<file path="src/rtl/onewire_pkg.sv">
// Shared definitions for the 1-Wire bus arbiter: opcodes, FSM encoding,
// timeout default and a helper that sizes the timeout counter.
package onewire_pkg;

    localparam int TIMEOUT_CYC_DEFAULT = 10000000;

    typedef enum logic [1:0] {
        OP_RESET = 2'b00,
        OP_WRITE = 2'b01,
        OP_READ  = 2'b10,
        OP_RSVD  = 2'b11
    } op_t;

    typedef enum logic [2:0] {
        IDLE    = 3'd0,
        GRANT   = 3'd1,
        ISSUE   = 3'd2,
        RUN     = 3'd3,
        DONE    = 3'd4,
        RECOVER = 3'd5
    } state_t;

    // Smallest width that can hold TIMEOUT_CYC-1; never narrower than 1 bit.
    function automatic int timer_width(input int cyc);
        return (cyc > 1) ? $clog2(cyc) : 1;
    endfunction

endpackage

</file>
<file path="src/rtl/onewire_op_timer.sv">
// Per-operation timeout counter. It saturates at TIMEOUT_CYC-1 so it can
// never wrap before the compare.
module onewire_op_timer
    import onewire_pkg::*;
#(
    parameter int TIMEOUT_CYC = TIMEOUT_CYC_DEFAULT
) (
    input  logic clk,
    input  logic reset,
    input  logic clear,
    input  logic enable,
    output logic expired
);

    localparam int              W    = timer_width(TIMEOUT_CYC);
    localparam logic [W-1:0]    LAST = W'(TIMEOUT_CYC - 1);

    logic [W-1:0] count;

    // Count while enabled, restart on clear, hold at the terminal value.
    always_ff @(posedge clk) begin
        if (reset || clear) begin
            count <= '0;
        end else if (enable && (count != LAST)) begin
            count <= count + 1'b1;
        end
    end

    assign expired = enable && (count == LAST);

endmodule

</file>
<file path="src/rtl/onewire_bus_arbiter.sv">
// Round-robin arbiter that shares one 1-Wire engine between two requesters
// (A = bit 0, B = bit 1) and sequences one byte operation at a time.
module onewire_bus_arbiter
    import onewire_pkg::*;
#(
    parameter int TIMEOUT_CYC = TIMEOUT_CYC_DEFAULT
) (
    input  logic       CLK_10MHZ,
    input  logic       reset,
    input  logic [1:0] req,
    output logic [1:0] gnt,
    input  logic [1:0] op_valid,
    input  logic [1:0] op_a,
    input  logic [1:0] op_b,
    input  logic [7:0] wdata_a,
    input  logic [7:0] wdata_b,
    output logic [7:0] rdata,
    output logic [1:0] op_done,
    output logic [1:0] op_err,
    output logic       ow_reset,
    output logic       ow_write,
    output logic       ow_read,
    output logic [7:0] ow_in_byte,
    input  logic [7:0] ow_out_byte,
    input  logic       ow_busy
);

    state_t     state, state_n;
    logic       owner, owner_n;
    logic       last_owner, last_owner_n;
    op_t        cur_op, cur_op_n;
    logic [1:0] gnt_n, op_done_n, op_err_n;
    logic       ow_reset_n, ow_write_n, ow_read_n;
    logic [7:0] ow_in_byte_n, rdata_n;
    logic       timer_clear, timer_en, expired;
    logic       winner;

    logic       owner_req, owner_valid;
    logic [1:0] owner_mask;
    op_t        owner_op;
    logic [7:0] owner_wdata;

    assign owner_req   = owner ? req[1]      : req[0];
    assign owner_valid = owner ? op_valid[1] : op_valid[0];
    assign owner_mask  = owner ? 2'b10       : 2'b01;
    assign owner_op    = owner ? op_t'(op_b) : op_t'(op_a);
    assign owner_wdata = owner ? wdata_b     : wdata_a;

    onewire_op_timer #(
        .TIMEOUT_CYC(TIMEOUT_CYC)
    ) u_timer (
        .clk    (CLK_10MHZ),
        .reset  (reset),
        .clear  (timer_clear),
        .enable (timer_en),
        .expired(expired)
    );

    // State and all outputs are registered; reset abandons any operation.
    always_ff @(posedge CLK_10MHZ) begin
        if (reset) begin
            state      <= IDLE;
            owner      <= 1'b1;
            last_owner <= 1'b1;
            cur_op     <= OP_RESET;
            gnt        <= '0;
            op_done    <= '0;
            op_err     <= '0;
            ow_reset   <= 1'b0;
            ow_write   <= 1'b0;
            ow_read    <= 1'b0;
            ow_in_byte <= '0;
            rdata      <= '0;
        end else begin
            state      <= state_n;
            owner      <= owner_n;
            last_owner <= last_owner_n;
            cur_op     <= cur_op_n;
            gnt        <= gnt_n;
            op_done    <= op_done_n;
            op_err     <= op_err_n;
            ow_reset   <= ow_reset_n;
            ow_write   <= ow_write_n;
            ow_read    <= ow_read_n;
            ow_in_byte <= ow_in_byte_n;
            rdata      <= rdata_n;
        end
    end

    // Next-state and output decisions; pulses default low, everything else holds.
    always_comb begin
        state_n      = state;
        owner_n      = owner;
        last_owner_n = last_owner;
        cur_op_n     = cur_op;
        gnt_n        = gnt;
        op_done_n    = '0;
        op_err_n     = '0;
        ow_reset_n   = ow_reset;
        ow_write_n   = ow_write;
        ow_read_n    = ow_read;
        ow_in_byte_n = ow_in_byte;
        rdata_n      = rdata;
        timer_clear  = 1'b0;
        timer_en     = (state == ISSUE) || (state == RUN);
        winner       = 1'b0;

        case (state)
            IDLE: begin
                gnt_n = '0;
                if (!ow_busy && (req != 2'b00)) begin
                    winner       = (req == 2'b11) ? ~last_owner : req[1];
                    owner_n      = winner;
                    last_owner_n = winner;
                    gnt_n        = winner ? 2'b10 : 2'b01;
                    state_n      = GRANT;
                end
            end
            GRANT: begin
                if (!owner_req) begin
                    gnt_n   = '0;
                    state_n = IDLE;
                end else if (owner_valid && ((op_err & owner_mask) == 2'b00)) begin
                    if (owner_op == OP_RSVD) begin
                        op_err_n = owner_mask;
                    end else begin
                        cur_op_n     = owner_op;
                        ow_reset_n   = (owner_op == OP_RESET);
                        ow_write_n   = (owner_op == OP_WRITE);
                        ow_read_n    = (owner_op == OP_READ);
                        ow_in_byte_n = owner_wdata;
                        timer_clear  = 1'b1;
                        state_n      = ISSUE;
                    end
                end
            end
            ISSUE: begin
                if (expired) begin
                    ow_reset_n = 1'b0;
                    ow_write_n = 1'b0;
                    ow_read_n  = 1'b0;
                    op_err_n   = owner_mask;
                    state_n    = RECOVER;
                end else if (ow_busy) begin
                    ow_reset_n = 1'b0;
                    ow_write_n = 1'b0;
                    ow_read_n  = 1'b0;
                    state_n    = RUN;
                end
            end
            RUN: begin
                if (expired) begin
                    op_err_n = owner_mask;
                    state_n  = RECOVER;
                end else if (!ow_busy) begin
                    if (cur_op == OP_READ) begin
                        rdata_n = ow_out_byte;
                    end
                    op_done_n = owner_mask;
                    state_n   = DONE;
                end
            end
            DONE: begin
                state_n = GRANT;
            end
            RECOVER: begin
                if (!ow_busy) begin
                    state_n = GRANT;
                end
            end
            default: begin
                state_n = IDLE;
            end
        endcase
    end

endmodule

</file>
<file path="config.mk">
export PLATFORM = sky130hd
export DESIGN_NAME = onewire_bus_arbiter
export DESIGN_NICKNAME = d
export VERILOG_FILES = /design/src/rtl/onewire_pkg.sv /design/src/rtl/onewire_op_timer.sv /design/src/rtl/onewire_bus_arbiter.sv
export SDC_FILE = /design/constraint.sdc
export NUM_CORES = 1
export LEC_CHECK = 0
export ABC_AREA = 1
export ABC_CLOCK_PERIOD_IN_PS = 3300
export CAP_MARGIN = 20
export CORE_UTILIZATION = 56
export CTS_CLUSTER_DIAMETER = 40
export CTS_CLUSTER_SIZE = 10
export DETAILED_ROUTE_END_ITERATION = 8
export PLACE_DENSITY = 0.86
export SLEW_MARGIN = 20
export SYNTH_ARGS = -nofsm -noshare
export SYNTH_HDL_FRONTEND = slang
export SYNTH_SLANG_ARGS = --single-unit
export TNS_END_PERCENT = 10
</file>
<file path="constraint.sdc">
create_clock -name CLK_10MHZ -period 3.3 [get_ports CLK_10MHZ]
set_input_delay 0.99 -clock CLK_10MHZ [delete_from_list [all_inputs] [get_ports CLK_10MHZ]]
set_output_delay 0.99 -clock CLK_10MHZ [all_outputs]
set_load 0.01 [all_outputs]
</file>
# [Word level (Yosys, flattened, before mapping)]
# Index checks and enable logic that the tools add are counted.
[classes] add_sub_neg=1 n_eq_ne=22 n_mux=43 bitwise_logic=6 n_reduce_logical=21
[op_table] operator="2-to-1 mux 3 bit" n=9
[op_table] operator="adder 24 x 1 -> 24 bit (second input constant)" n=1
[op_table] operator="== test 24 bit (second input constant)" n=1
[op_table] operator="!= test 24 bit (second input constant)" n=1
[op_table] operator="2-to-1 mux 1 bit" n=18
[op_table] operator="2-to-1 mux 2 bit" n=9
[op_table] operator="one-hot mux 3 bit (6 select lines)" n=1
[op_table] operator="!= test 2 bit (second input constant)" n=6
[op_table] operator="!= test 3 bit (second input constant)" n=4
[op_table] operator="== test 2 bit (second input constant)" n=4
[op_table] operator="2-to-1 mux 8 bit" n=1
[op_table] operator="one-hot mux 2 bit (2 select lines)" n=2
[op_table] operator="AND reduction 4 bit" n=2
[op_table] operator="== test 3 x 2 -> 1 bit (second input constant)" n=2
[op_table] operator="== test 3 bit (second input constant)" n=2
[op_table] operator="one-hot mux 1 bit (2 select lines)" n=3
[op_table] operator="AND reduction 6 bit" n=1
[op_table] operator="nonzero test 2 bit" n=3
[op_table] operator="inverter 1 bit" n=5
[op_table] operator="AND reduction 5 bit" n=1
[op_table] operator="logical AND 1 bit" n=4
[op_table] operator="logical NOT 2 bit" n=2
[op_table] operator="AND reduction 2 bit" n=2
[op_table] operator="OR reduction 4 bit" n=1
[op_table] operator="7 further kinds" n=8
[totals] reg_bits=55 input_bits=35 output_inout_bits=25 elab_cells=105

# [Logic depth before layout (Yosys ltp)]
# Gate-level depths: netlist (run 1).
[logic_depth] ltp_word=8 mapped_depth=13

# [Hierarchy]
# A second synthesis (run 1) with hierarchy kept.
[hier_totals] cells_unflattened=478 hier_area_um2=3101.7
[by_module_without_submodules] module="onewire_bus_arbiter" instances=1 cells_each=231 area_each_um2=1586.5
[by_module_without_submodules] module="onewire_op_timer" instances=1 cells_each=247 area_each_um2=1515.2

# [Least setup slack after synthesis (run 1)]
# OpenSTA, ideal clock, no wires.
[synth_path] path_kind="input -> register" start="in op_b[1]" end="reg cur_op[1]" setup_time_ns=0.069 arrival_time_ns=1.844 required_ns=3.231 slack_ns=1.387 path_stages=9 path_cell_list="nand2_1 nand2_4 nand2_1 nand2_1 nor2_4 buf_6 buf_12 nand2_4 a21oi_2"
[synth_between] elab_chain_len=4
[synth_lines] element="from (decl)" line_no="onewire_bus_arbiter.sv:14" source="input logic [1:0] op_b,"
[synth_lines] element="2-to-1 mux 2 bit *" line_no="onewire_bus_arbiter.sv:46" source="assign owner_op = owner ? op_t'(op_b) : op_t'(op_a);"
[synth_lines] element="== test 2 bit" line_no="onewire_bus_arbiter.sv:124" source="if (owner_op == OP_RSVD) begin"
[synth_lines] element="inverter 1 bit (no line)"
[synth_lines] element="AND reduction 4 bit (no line)"
[synth_lines] element="to (signal assigned)" line_no="onewire_bus_arbiter.sv:78" source="cur_op <= cur_op_n;"
[synth_lines] element="to (decl)" line_no="onewire_bus_arbiter.sv:31" source="op_t cur_op, cur_op_n;"
# Every way passes the cells marked *; elsewhere a longest branch is shown, timed or not.
# A chain may end at the register's enable or synchronous reset.

# [Worst setup path after layout (run 1)]
[layout_path] start="reg u_timer.count[0]" end="reg rdata[0]"
[layout_between] elab_chain_len=4
[layout_lines] element="from (decl)" line_no="onewire_op_timer.sv:18" source="logic [W-1:0] count;"
[layout_lines] element="from (signal assigned)" line_no="onewire_op_timer.sv:25" source="count <= count + 1'b1;"
[layout_lines] element="== test 24 bit" line_no="onewire_op_timer.sv:29" source="assign expired = enable && (count == LAST);"
[layout_lines] element="logical AND 1 bit" line_no="onewire_op_timer.sv:29"
[layout_lines] element="inverter 1 bit (no line)"
[layout_lines] element="AND reduction 4 bit (no line)"
[layout_lines] element="to (signal assigned)" line_no="onewire_bus_arbiter.sv:86" source="rdata <= rdata_n;"
[layout_lines] element="to (decl)" line_no="onewire_bus_arbiter.sv:17" source="output logic [7:0] rdata,"
# Every way passes these cells.

==> results of run 1 <==
-- power groups by stage --
stage / clock (W) / combinational, W / sequential, W
6_report: 0.000524 / 0.000589 / 0.000777
3_5_place_dp: 0 / 0.000586 / 0.000791
2_1_floorplan: 0 / 0.000440 / 0.000786
3_3_place_gp: 0 / 0.000578 / 0.000790
4_1_cts: 0.000526 / 0.000589 / 0.000777
5_1_grt: 0.000557 / 0.000659 / 0.000785
-- worst min-delay path by stage --
stage | start | endpoint | cells past startpoint | slack, ps
after global routing | rdata[5]$_SDFFE_PP0P_ | rdata[5]$_SDFFE_PP0P_ | 2 | 500
after global placement | rdata[5]$_SDFFE_PP0P_ | rdata[5]$_SDFFE_PP0P_ | 2 | 450
after detailed placement | rdata[5]$_SDFFE_PP0P_ | rdata[5]$_SDFFE_PP0P_ | 2 | 450
after floorplan | u_timer.count[4]$_SDFFE_PP0P_ | u_timer.count[4]$_SDFFE_PP0P_ | 1 | 450
after CTS | rdata[5]$_SDFFE_PP0P_ | rdata[5]$_SDFFE_PP0P_ | 2 | 470
final | rdata[7]$_SDFFE_PP0P_ | rdata[7]$_SDFFE_PP0P_ | 2 | 470
-- layer usage --
layer | share of wire, % | routed length, um | track usage [%]
met1 | 43 | 3040 | 32.9
met2 | 51 | 3550 | 47.1
met3 | 4.9 | 347 | 4.95
met4 | 1.3 | 89 | 8.60
met5 | 0 | 0 | 0
-- layout make-up --
type                       count  area (sq um)
sequential                    55          1100
tap                           70          87.6
inverter                      46           175
clock buffer                   6          72.6
clock inverter                 2          60.1
multi-input combinational    328          1600
fill                         420          1400
timing repair buffer          62           613
-- synthesized netlist by cell type (3+ instances only) --
cell,n,area share [%]
inv_1,42,5.3
nor3_1,10,1.7
buf_6,3,1.1
a21oi_2,4,1.2
a21oi_1,36,6.1
o21ai_0,14,2.4
o21ai_1,3,0.50
dfxtp_1,55,37
nand2_2,5,1.1
nand2_1,141,18
a31oi_1,9,1.9
inv_2,3,0.38
nand3_1,30,5.0
nor2_1,36,4.5
clkbuf_1,5,0.63
nand3b_1,4,1.0
buf_2,5,0.84
xor2_1,7,2.1
nand4_1,6,1.3
-- registers in the layout, summed over array words and instances (netlist names) --
name,flops
cur_op,2
gnt,2
last_owner,1
op_done,2
op_err,2
ow_in_byte,8
ow_read,1
ow_reset,1
ow_write,1
rdata,8
state,3
u_timer.count,24
-- through the flow --
stage | util, % | hold slack [ps] | setup WS (ps)
final | 72.5 | 465 | 785
after detailed placement | 69.9 | 451 | 573
after global routing | 72.5 | 495 | 546
after CTS | 72.5 | 466 | 816
after global placement | 69.9 | 449 | 627
after floorplan | - | 447 | 1390
-- cells by family (layout without fill, tap and decap cells) --
group           Yosys count  in the layout  share of synthesized area [%]
buf+inv                  61            116                           9.42
flops                    55             55                           37.0
xor+xnor                  8              8                           2.35
compound gates           72             72                           13.5
simple gates            247            247                           37.3
fa+ha+maj                 1              1                          0.420
-- critical path, delay by kind of cell (launching register included) --
family                   cells  cell delay (ps)
flip-flops                   1              430
adder cells (fa/ha/maj)      1              250
AO/OA/AOI/OAI                1              140
AND/OR/NAND/NOR              6             1270
buffers and inverters        1              350
==> results.tsv, run 1 <==
stage	metric	value	unit
worst_setup_path	Setup CP Type	reg2reg	
pwr	total power	0.00189	W
timing	slew margin rel.	60.8	%
route	routed wire length	7030	um
pwr	Leakage	1.41	nW
worst_setup_path	crit path cell chain	ha_1 > nand3_1 > nor2_1 > nand3_2 > nand2_2 > inv_2 > nand2_2 > nand2_1 > a21oi_1	
floorplan	core box area	0.00511	sq mm
final_layout	Finished Layout Cells	569	
final_layout	most common cell after layout, fill and taps aside	nand2_1	
worst_setup_path	crit end category	flip-flop	
clock_tree	clock sinks	55	
final_layout	Nets	534	
final_layout	fraction of layout cells with a size suffix above 1	6.81	%
route	DRT antenna net count	0	
floorplan	die area	0.00561	sq mm
route	1st-iter DRT viols	302	
timing	Final Setup Violations	0	
worst_setup_path	Worst Setup EP	rdata[0]$_SDFFE_PP0P_	
grt	grt total ovfl	0	
placement	Detail Placement HPWL	5130	um
final_layout	number of diodes	0	
synthesis	Synth Warn #	0	
route	vias after detailed routing	3050	
placement	placed cell count	561	
clock_tree	Worst-Skew Late Latency	310	ps
run_status	outcome	finished, final reports clean	
pwr	Clock power frac	27.7	%
flow_run	Max Cap Viol	0	
pwr	Switch Pwr	0.000654	W
pwr	Pwr Density	510	mW/mm^2
pwr	maximum vdd drop	0.322	mV
timing	Final Hold Vio Count	0	
clock_tree	CTS Root Cell	clkbuf_8	
clock_tree	H-tree Lvls	2	
synthesis	Synth Net Count	480	
timing	Worst Max-Slew Pin Slew	585	ps
clock_tree	TritonCTS buffer count	5	
timing	RSZ-0062 raised after global routing	no	
worst_setup_path	Critical Path Start Type	flip-flop	
clock_tree	Max clock buf depth	2	
grt	gr usage total	26.7	%
final_layout	Layout area overhead	24.5	%
floorplan	Rows	26	
floorplan	Die Ht	74.9	um
synthesis	FF+latch count, synth	55	
synthesis	Cells after Synth	444	
grt	largest net degree at the start of global routing	35	
final_layout	commonest cells after routing, fill and taps aside	nand2_1 (141), clkdlybuf4s50_1 (59), dfxtp_1 (55)	
pwr	sw frac	34.6	%
route	wire per inst	12.3	um
worst_setup_path	reg2reg path depth	9	
placement	Routability Congestion	0.924	
worst_setup_path	Critical-path top delay cell	dfxtp_1	
worst_setup_path	Worst R2R Start	u_timer.count[0]$_SDFFE_PP0P_	
timing	Fin Clk Skew	11.9	ps
synthesis	Async S/R FF share, synth	0	%
worst_setup_path	CP max FO	34	
clock_tree	Worst-path clk slew	100	ps
worst_setup_path	Data arrival, critical path	2760	ps
pwr	Logic pwr share	31.2	%
worst_setup_path	FF-to-FF End	rdata[0]$_SDFFE_PP0P_	
worst_setup_path	Top cell by count, worst path	nand2_2	
synthesis	synthesized area	0.00298	sq mm
synthesis	Post-Syn Area per Cell	6.70	sq um
worst_hold_path	Min-Delay Path Class	reg2reg	
route	Remaining DRCs	0	
synthesis	register area share after synthesis	37.0	%
grt	number of global-route vias before repair	2754	
timing	setup TNS	0	ps
grt	first-pass GRT wire length	11700	um
worst_setup_path	Crit path largest cell delay	430	ps
synthesis	unique cell type count in the Yosys netlist	36	
timing	Final Max Tran Viols	0	
clock_tree	PostCTS Resize Cnt	0	
timing	fin crit period	2520	ps
worst_setup_path	worst path required time	3540	ps
floorplan	Initial Util	58.3	%
clock_tree	TritonCTS clock tree	yes	
synthesis	Post-synth EDFFs	0	
floorplan	Die Wd	74.9	um
synthesis	top_reg_cell synth	dfxtp_1	
grt	initial antenna violation count	0	
final_layout	final instance area	0.00370	sq mm
worst_setup_path	CP startpoint	u_timer.count[0]$_SDFFE_PP0P_	
placement	Placed Instance Area	0.00357	sq mm
route	Vias/cell	5.36	
route	first-pass iteration count of the detailed router	5	
pwr	Seq pwr share	41.1	%
clock_tree	hold buffer count at cts	0	
placement	Port Buffers	59	
floorplan	Boundary Pins	60	
clock_tree	Post-CTS Setup Repair Bufs	0	
timing	crit share post-route	76.2	%
worst_setup_path	R2R Setup Slk	780	ps
pwr	Int Power	0.00124	W
timing	fmax	0.398	GHz
(Power assumes the default switching activity.)
==> run 2: changes to the inputs <==
--- a/config.mk
+++ b/config.mk
@@ -6,13 +6,13 @@
 export NUM_CORES = 1
 export LEC_CHECK = 0
 export ABC_AREA = 1
-export ABC_CLOCK_PERIOD_IN_PS = 3300
+export ABC_CLOCK_PERIOD_IN_PS = 2200
 export CAP_MARGIN = 20
-export CORE_UTILIZATION = 56
+export CORE_UTILIZATION = 47
 export CTS_CLUSTER_DIAMETER = 40
 export CTS_CLUSTER_SIZE = 10
 export DETAILED_ROUTE_END_ITERATION = 8
-export PLACE_DENSITY = 0.86
+export PLACE_DENSITY = 0.77
 export SLEW_MARGIN = 20
 export SYNTH_ARGS = -nofsm -noshare
 export SYNTH_HDL_FRONTEND = slang
==> constraint.sdc (replaced) <==
create_clock -name CLK_10MHZ -period 2.2 [get_ports CLK_10MHZ]
set_input_delay 0.66 -clock CLK_10MHZ [delete_from_list [all_inputs] [get_ports CLK_10MHZ]]
set_output_delay 0.66 -clock CLK_10MHZ [all_outputs]
set_load 0.01 [all_outputs]
==> results.tsv, run 2 (synthesized netlist as in run 1, its figures left out) <==
stage	metric	value	unit	change
run_status	outcome	finished, final reports clean		
placement	worst slack, placed	1.23	ps	-572 ps
floorplan	Boundary Pins	60		unchanged
final_layout	Finished Layout Cells	586		+3.0%
placement	Routability Congestion	0.906		-2.0%
pwr	maximum vdd drop	0.542	mV	+68%
worst_setup_path	crit end category	flip-flop		
timing	Final Hold Vio Count	0		unchanged
placement	Port Buffers	59		unchanged
placement	Detail Placement HPWL	5720	um	+11%
route	wire per inst	12.5	um	+1.5%
final_layout	number of flip-flops under the largest register name	24		unchanged
worst_setup_path	Critical Path Start Type	flip-flop		
worst_setup_path	R2R Setup Slk	240	ps	-550 ps
floorplan	Die Ht	81.6	um	+8.9%
timing	Fin Clk Skew	6.06	ps	-5.88 ps
route	routed wire length	7350	um	+4.6%
clock_tree	Worst-Skew Late Latency	320	ps	about the same
placement	placed cell count	578		+3.0%
route	first-pass iteration count of the detailed router	5		unchanged
final_layout	most common cell after layout, fill and taps aside	nand2_1		
grt	grt total ovfl	0		unchanged
timing	Final Setup Violations	0		unchanged
final_layout	fraction of layout cells with a size suffix above 1	9.20	%	+2.4 points
grt	largest net degree at the start of global routing	35		unchanged
worst_hold_path	HP Start	rdata[7]$_SDFFE_PP0P_		
clock_tree	PostCTS Resize Cnt	0		unchanged
floorplan	core box area	0.00603	sq mm	+18%
floorplan	Initial Util	49.4	%	-8.9 points
timing	final worst setup slack	237	ps	-547 ps
floorplan	Rows	28		+7.7%
final_layout	Layout area overhead	27.2	%	
route	Vias/cell	5.15		-3.9%
route	vias after detailed routing	3018		-1.0%
worst_setup_path	CP max FO	20		-41%
clock_tree	H-tree Lvls	2		unchanged
grt	number of global-route vias before repair	2940		+6.8%
worst_setup_path	CP startpoint	u_timer.count[0]$_SDFFE_PP0P_		
route	DRT antenna net count	0		unchanged
timing	fin crit period	1960	ps	-553 ps
clock_tree	hold buffer count at cts	0		unchanged
timing	crit share post-route	89.2	%	+13 points
final_layout	Top Registers	u_timer.count x24, ow_in_byte x8, rdata x8		
clock_tree	clock sinks	55		unchanged
final_layout	commonest cells after routing, fill and taps aside	nand2_1 (141), clkdlybuf4s50_1 (59), dfxtp_1 (55)		
final_layout	number of diodes	0		unchanged
pwr	Pwr Density	720	mW/mm^2	+41%
timing	setup TNS	0	ps	unchanged
final_layout	Nets	546		+2.2%
timing	fmax	0.510	GHz	+28%
clock_tree	Max clock buf depth	2		unchanged
grt	gr usage total	24.6	%	-2.1 points
clock_tree	Worst-path clk slew	100	ps	about the same
worst_setup_path	Worst R2R Start	u_timer.count[0]$_SDFFE_PP0P_		
pwr	Leakage	1.46	nW	+3.7%
timing	Final Max Tran Viols	0		unchanged
worst_setup_path	worst path required time	2410	ps	-1130 ps
floorplan	die area	0.00666	sq mm	+19%
clock_tree	TritonCTS clock tree	yes		
route	Remaining DRCs	0		unchanged
worst_setup_path	Setup CP Type	reg2reg		
worst_setup_path	Data arrival, critical path	2180	ps	-580 ps
floorplan	Die Wd	81.6	um	+8.9%
clock_tree	Post-CTS Setup Repair Bufs	0		unchanged
clock_tree	CTS Root Cell	clkbuf_8		
route	1st-iter DRT viols	145		-52%
clock_tree	TritonCTS buffer count	5		unchanged
worst_hold_path	Min-Delay Path Class	reg2reg		
flow_run	Max Cap Viol	0		unchanged
final_layout	largest register by flop count	u_timer.count		
timing	Worst Max-Slew Pin Slew	553	ps	-32.0 ps
grt	first-pass GRT wire length	12700	um	+8.4%
timing	RSZ-0062 raised after global routing	no		
grt	initial antenna violation count	0		unchanged
timing	slew margin rel.	62.9	%	+2.1 points
==> run 2: cell type report <==
| type | count | area [sq um] |
|---|---|---|
| multi-input cells | 328 | 1600 |
| fillers | 582 | 2240 |
| clock buffers | 5 | 68.8 |
| clock inverters | 3 | 22.5 |
| flip-flops and latches | 55 | 1100 |
| inverters | 46 | 178 |
| repair buffers | 74 | 728 |
| well taps | 75 | 93.8 |
==> run 2: worst paths after layout <==
kind / end / cells past startpoint
worst max-delay path: u_timer.count[4]$_SDFFE_PP0P_ / 9
worst min-delay path: rdata[7]$_SDFFE_PP0P_ / 2
worst max register to register: u_timer.count[4]$_SDFFE_PP0P_ / 9
worst min register to register: rdata[7]$_SDFFE_PP0P_ / 2
==> run 2: report_power, final <==
group	leakage, nW	switching (W)	internal (W)	total, W
Clock	0.0485	0.000361	0.000229	0.000591
Sequential	0.445	0.0000799	0.00108	0.00116
Combinational	0.970	0.000603	0.000373	0.000976
Total	1.46	0.00104	0.00168	0.00273
==> run 2: layer usage <==
layer | global-route usage [%] | part of all wire [%] | up-vias
met5 | 0 | 0 | -
li1 | - | - | 1561
met4 | 9.82 | 2.0 | 0
met3 | 5.00 | 3.9 | 14
met2 | 43.9 | 50 | 65
met1 | 28.6 | 45 | 1378
==> run 2: metrics by stage <==
step	power (W)	utilization (%)	instance area, sq um	hold WS [ps]
after global routing	0.00291	62.9	3790	492
after global placement	0.00213	61.3	3690	450
after detailed placement	0.00215	61.3	3690	455
after floorplan	0.00184	-	2980	447
after CTS	0.00275	62.8	3780	473
final	0.00273	62.9	3790	465
==> run 2: worst max-delay path, stage by stage, from the launching register on <==
cell and delay [ps]:
dfxtp_1 360, ha_1 220, nand3_1 230, nor2_1 250, nand3_2 130, nand2_2 120, buf_4 250, nor2_1 90
o21ai_1 150, a21oi_1 50
==> run 3: changes to the inputs <==
--- a/config.mk
+++ b/config.mk
@@ -8,11 +8,12 @@
 export ABC_AREA = 1
 export ABC_CLOCK_PERIOD_IN_PS = 2200
 export CAP_MARGIN = 20
-export CORE_UTILIZATION = 47
+export CORE_UTILIZATION = 48
+export CTS_BUF_LIST = sky130_fd_sc_hd__clkbuf_4 sky130_fd_sc_hd__clkbuf_8
 export CTS_CLUSTER_DIAMETER = 40
 export CTS_CLUSTER_SIZE = 10
 export DETAILED_ROUTE_END_ITERATION = 8
-export PLACE_DENSITY = 0.77
+export PLACE_DENSITY = 0.78
 export SLEW_MARGIN = 20
 export SYNTH_ARGS = -nofsm -noshare
 export SYNTH_HDL_FRONTEND = slang
==> results.tsv, run 3 (synthesized netlist as in run 1, its figures left out) <==
stage	metric	value	unit	change
grt	number of global-route vias before repair	2719		-7.5%
worst_setup_path	Setup CP Type	reg2reg		
timing	fin crit period	1930	ps	-35.0 ps
clock_tree	TritonCTS clock tree	yes		
worst_setup_path	CP max FO	23		+15%
clock_tree	H-tree Lvls	2		unchanged
timing	crit share post-route	87.6	%	-1.6 points
timing	setup TNS	0	ps	unchanged
timing	Final Hold Vio Count	0		unchanged
timing	RSZ-0062 raised after global routing	no		
pwr	Leakage	1.46	nW	-0.23%
pwr	total power	0.00273	W	+0.16%
route	DRT antenna net count	0		unchanged
final_layout	number of flip-flops under the largest register name	24		unchanged
flow_run	Max Cap Viol	0		unchanged
final_layout	fraction of layout cells with a size suffix above 1	9.20	%	unchanged
worst_setup_path	worst path required time	2420	ps	about the same
final_layout	register area	0.00110	sq mm	unchanged
timing	slew margin rel.	62.0	%	-0.84 points
route	routed wire length	7180	um	-2.3%
run_status	outcome	finished, final reports clean		
grt	largest net degree at the start of global routing	24		-31%
timing	fmax	0.519	GHz	+1.8%
route	first-pass iteration count of the detailed router	7		+2
timing	Fin Clk Skew	4.25	ps	-1.81 ps
route	1st-iter DRT viols	194		+34%
worst_setup_path	Data arrival, critical path	2150	ps	-30 ps
timing	Final Setup Violations	0		unchanged
clock_tree	clock sinks	55		unchanged
final_layout	multi-input logic area	0.00160	sq mm	unchanged
timing	Final Max Tran Viols	0		unchanged
clock_tree	Worst-path clk slew	100	ps	about the same
final_layout	commonest cells after routing, fill and taps aside	nand2_1 (141), clkdlybuf4s50_1 (59), dfxtp_1 (55)		
clock_tree	Worst-Skew Late Latency	310	ps	about the same
final_layout	# fillers	560		-3.8%
route	wire per inst	12.2	um	-2.3%
worst_setup_path	Critical Path Start Type	flip-flop		
timing	final worst setup slack	272	ps	+35.0 ps
final_layout	Top Registers	u_timer.count x24, ow_in_byte x8, rdata x8		
grt	gr usage total	23.3	%	-1.3 points
floorplan	die area	0.00652	sq mm	-2.0%
clock_tree	Max clock buf depth	2		unchanged
route	vias after detailed routing	3002		-0.53%
clock_tree	TritonCTS buffer count	5		unchanged
grt	first-pass GRT wire length	11800	um	-6.7%
final_layout	post-layout util	63.5	%	+0.66 points
floorplan	core box area	0.00596	sq mm	-1.2%
floorplan	Die Ht	80.8	um	-1.0%
floorplan	Boundary Pins	60		unchanged
final_layout	largest register by flop count	u_timer.count		
pwr	Pwr Density	722	mW/mm^2	+0.29%
worst_hold_path	Min-Delay Path Class	reg2reg		
placement	Routability Congestion	0.899		-0.75%
clock_tree	CTS Root Cell	clkbuf_8		
timing	Worst Max-Slew Pin Slew	565	ps	+12.5 ps
route	Vias/cell	5.12		-0.53%
placement	Placed Instance Area	0.00369	sq mm	unchanged
pwr	maximum vdd drop	0.558	mV	+3.0%
placement	worst slack, placed	-4.86	ps	-6.09 ps
clock_tree	PostCTS Resize Cnt	0		unchanged
floorplan	Die Wd	80.8	um	-1.0%
final_layout	number of diodes	0		unchanged
floorplan	Rows	28		unchanged
placement	Detail Placement HPWL	5500	um	-3.8%
final_layout	Nets	546		unchanged
route	Remaining DRCs	0		unchanged
final_layout	final instance area	0.00378	sq mm	-0.13%
final_layout	Layout area overhead	27.1	%	
worst_setup_path	crit end category	flip-flop		
grt	grt total ovfl	0		unchanged
placement	Port Buffers	59		unchanged
floorplan	Initial Util	50.0	%	+0.58 points
clock_tree	hold buffer count at cts	0		unchanged
clock_tree	Post-CTS Setup Repair Bufs	0		unchanged
grt	initial antenna violation count	0		unchanged
final_layout	most common cell after layout, fill and taps aside	nand2_1		
## run 3: cell count changes in the layout (fill, tap and decap cells not counted), sizes merged
cell,delta
clkinvlp,+1
inv,-1
clkbuf,+1
clkinv,-1
## run 3: report_power, final
group	total [W]	switching (W)	internal, W
combinational	0.000997	0.000607	0.000390
sequential	0.00116	0.0000821	0.00108
clock	0.000572	0.000336	0.000236
total	0.00273	0.00103	0.00171
## run 3: area by class of cell
| type | count | area share, % |
|---|---|---|
| clock buffers | 6 | 2.02 |
| inverters | 46 | 4.63 |
| clock inverters | 2 | 0.331 |
| repair buffers | 74 | 19.3 |
| flip-flops and latches | 55 | 29.1 |
| multi-input cells | 328 | 42.2 |
| well taps | 75 | 2.48 |
## run 3: stage by stage
stage / instances / hold slack (ps)
after global routing: 586 / 486
after global placement: 578 / 450
after detailed placement: 578 / 456
after floorplan: 444 / 447
final: 586 / 469
after CTS: 586 / 474
## run 3: path summary, 6_finish.rpt
path / startpoint / to / slack [ps] / cells after the start
worst max-delay path: u_timer.count[0]$_SDFFE_PP0P_ / u_timer.count[5]$_SDFFE_PP0P_ / 270 / 9
worst min-delay path: gnt[1]$_SDFFE_PP0P_ / gnt[1]$_SDFFE_PP0P_ / 470 / 2
worst max register to register: u_timer.count[0]$_SDFFE_PP0P_ / u_timer.count[5]$_SDFFE_PP0P_ / 270 / 9
worst min register to register: gnt[1]$_SDFFE_PP0P_ / gnt[1]$_SDFFE_PP0P_ / 470 / 2
## run 3: routing by layer
layer  vias up  share of wire (%)  global-route usage (%)
li1       1564                  -                       -
met1      1352                 46                    28.9
met2        72                 48                    40.2
met3        14                4.3                    4.83
met4         0                1.8                    7.50
met5         -                  0                       0
## run 3: worst max-delay path: stages (launching register included)
cell     delay (ps)
dfxtp_1         330
ha_1            260
nand3_1         130
nor2_1           80
nand3_2         110
nand2_2         130
inv_2           340
buf_4           220
nand3_1          60
and3_1          160
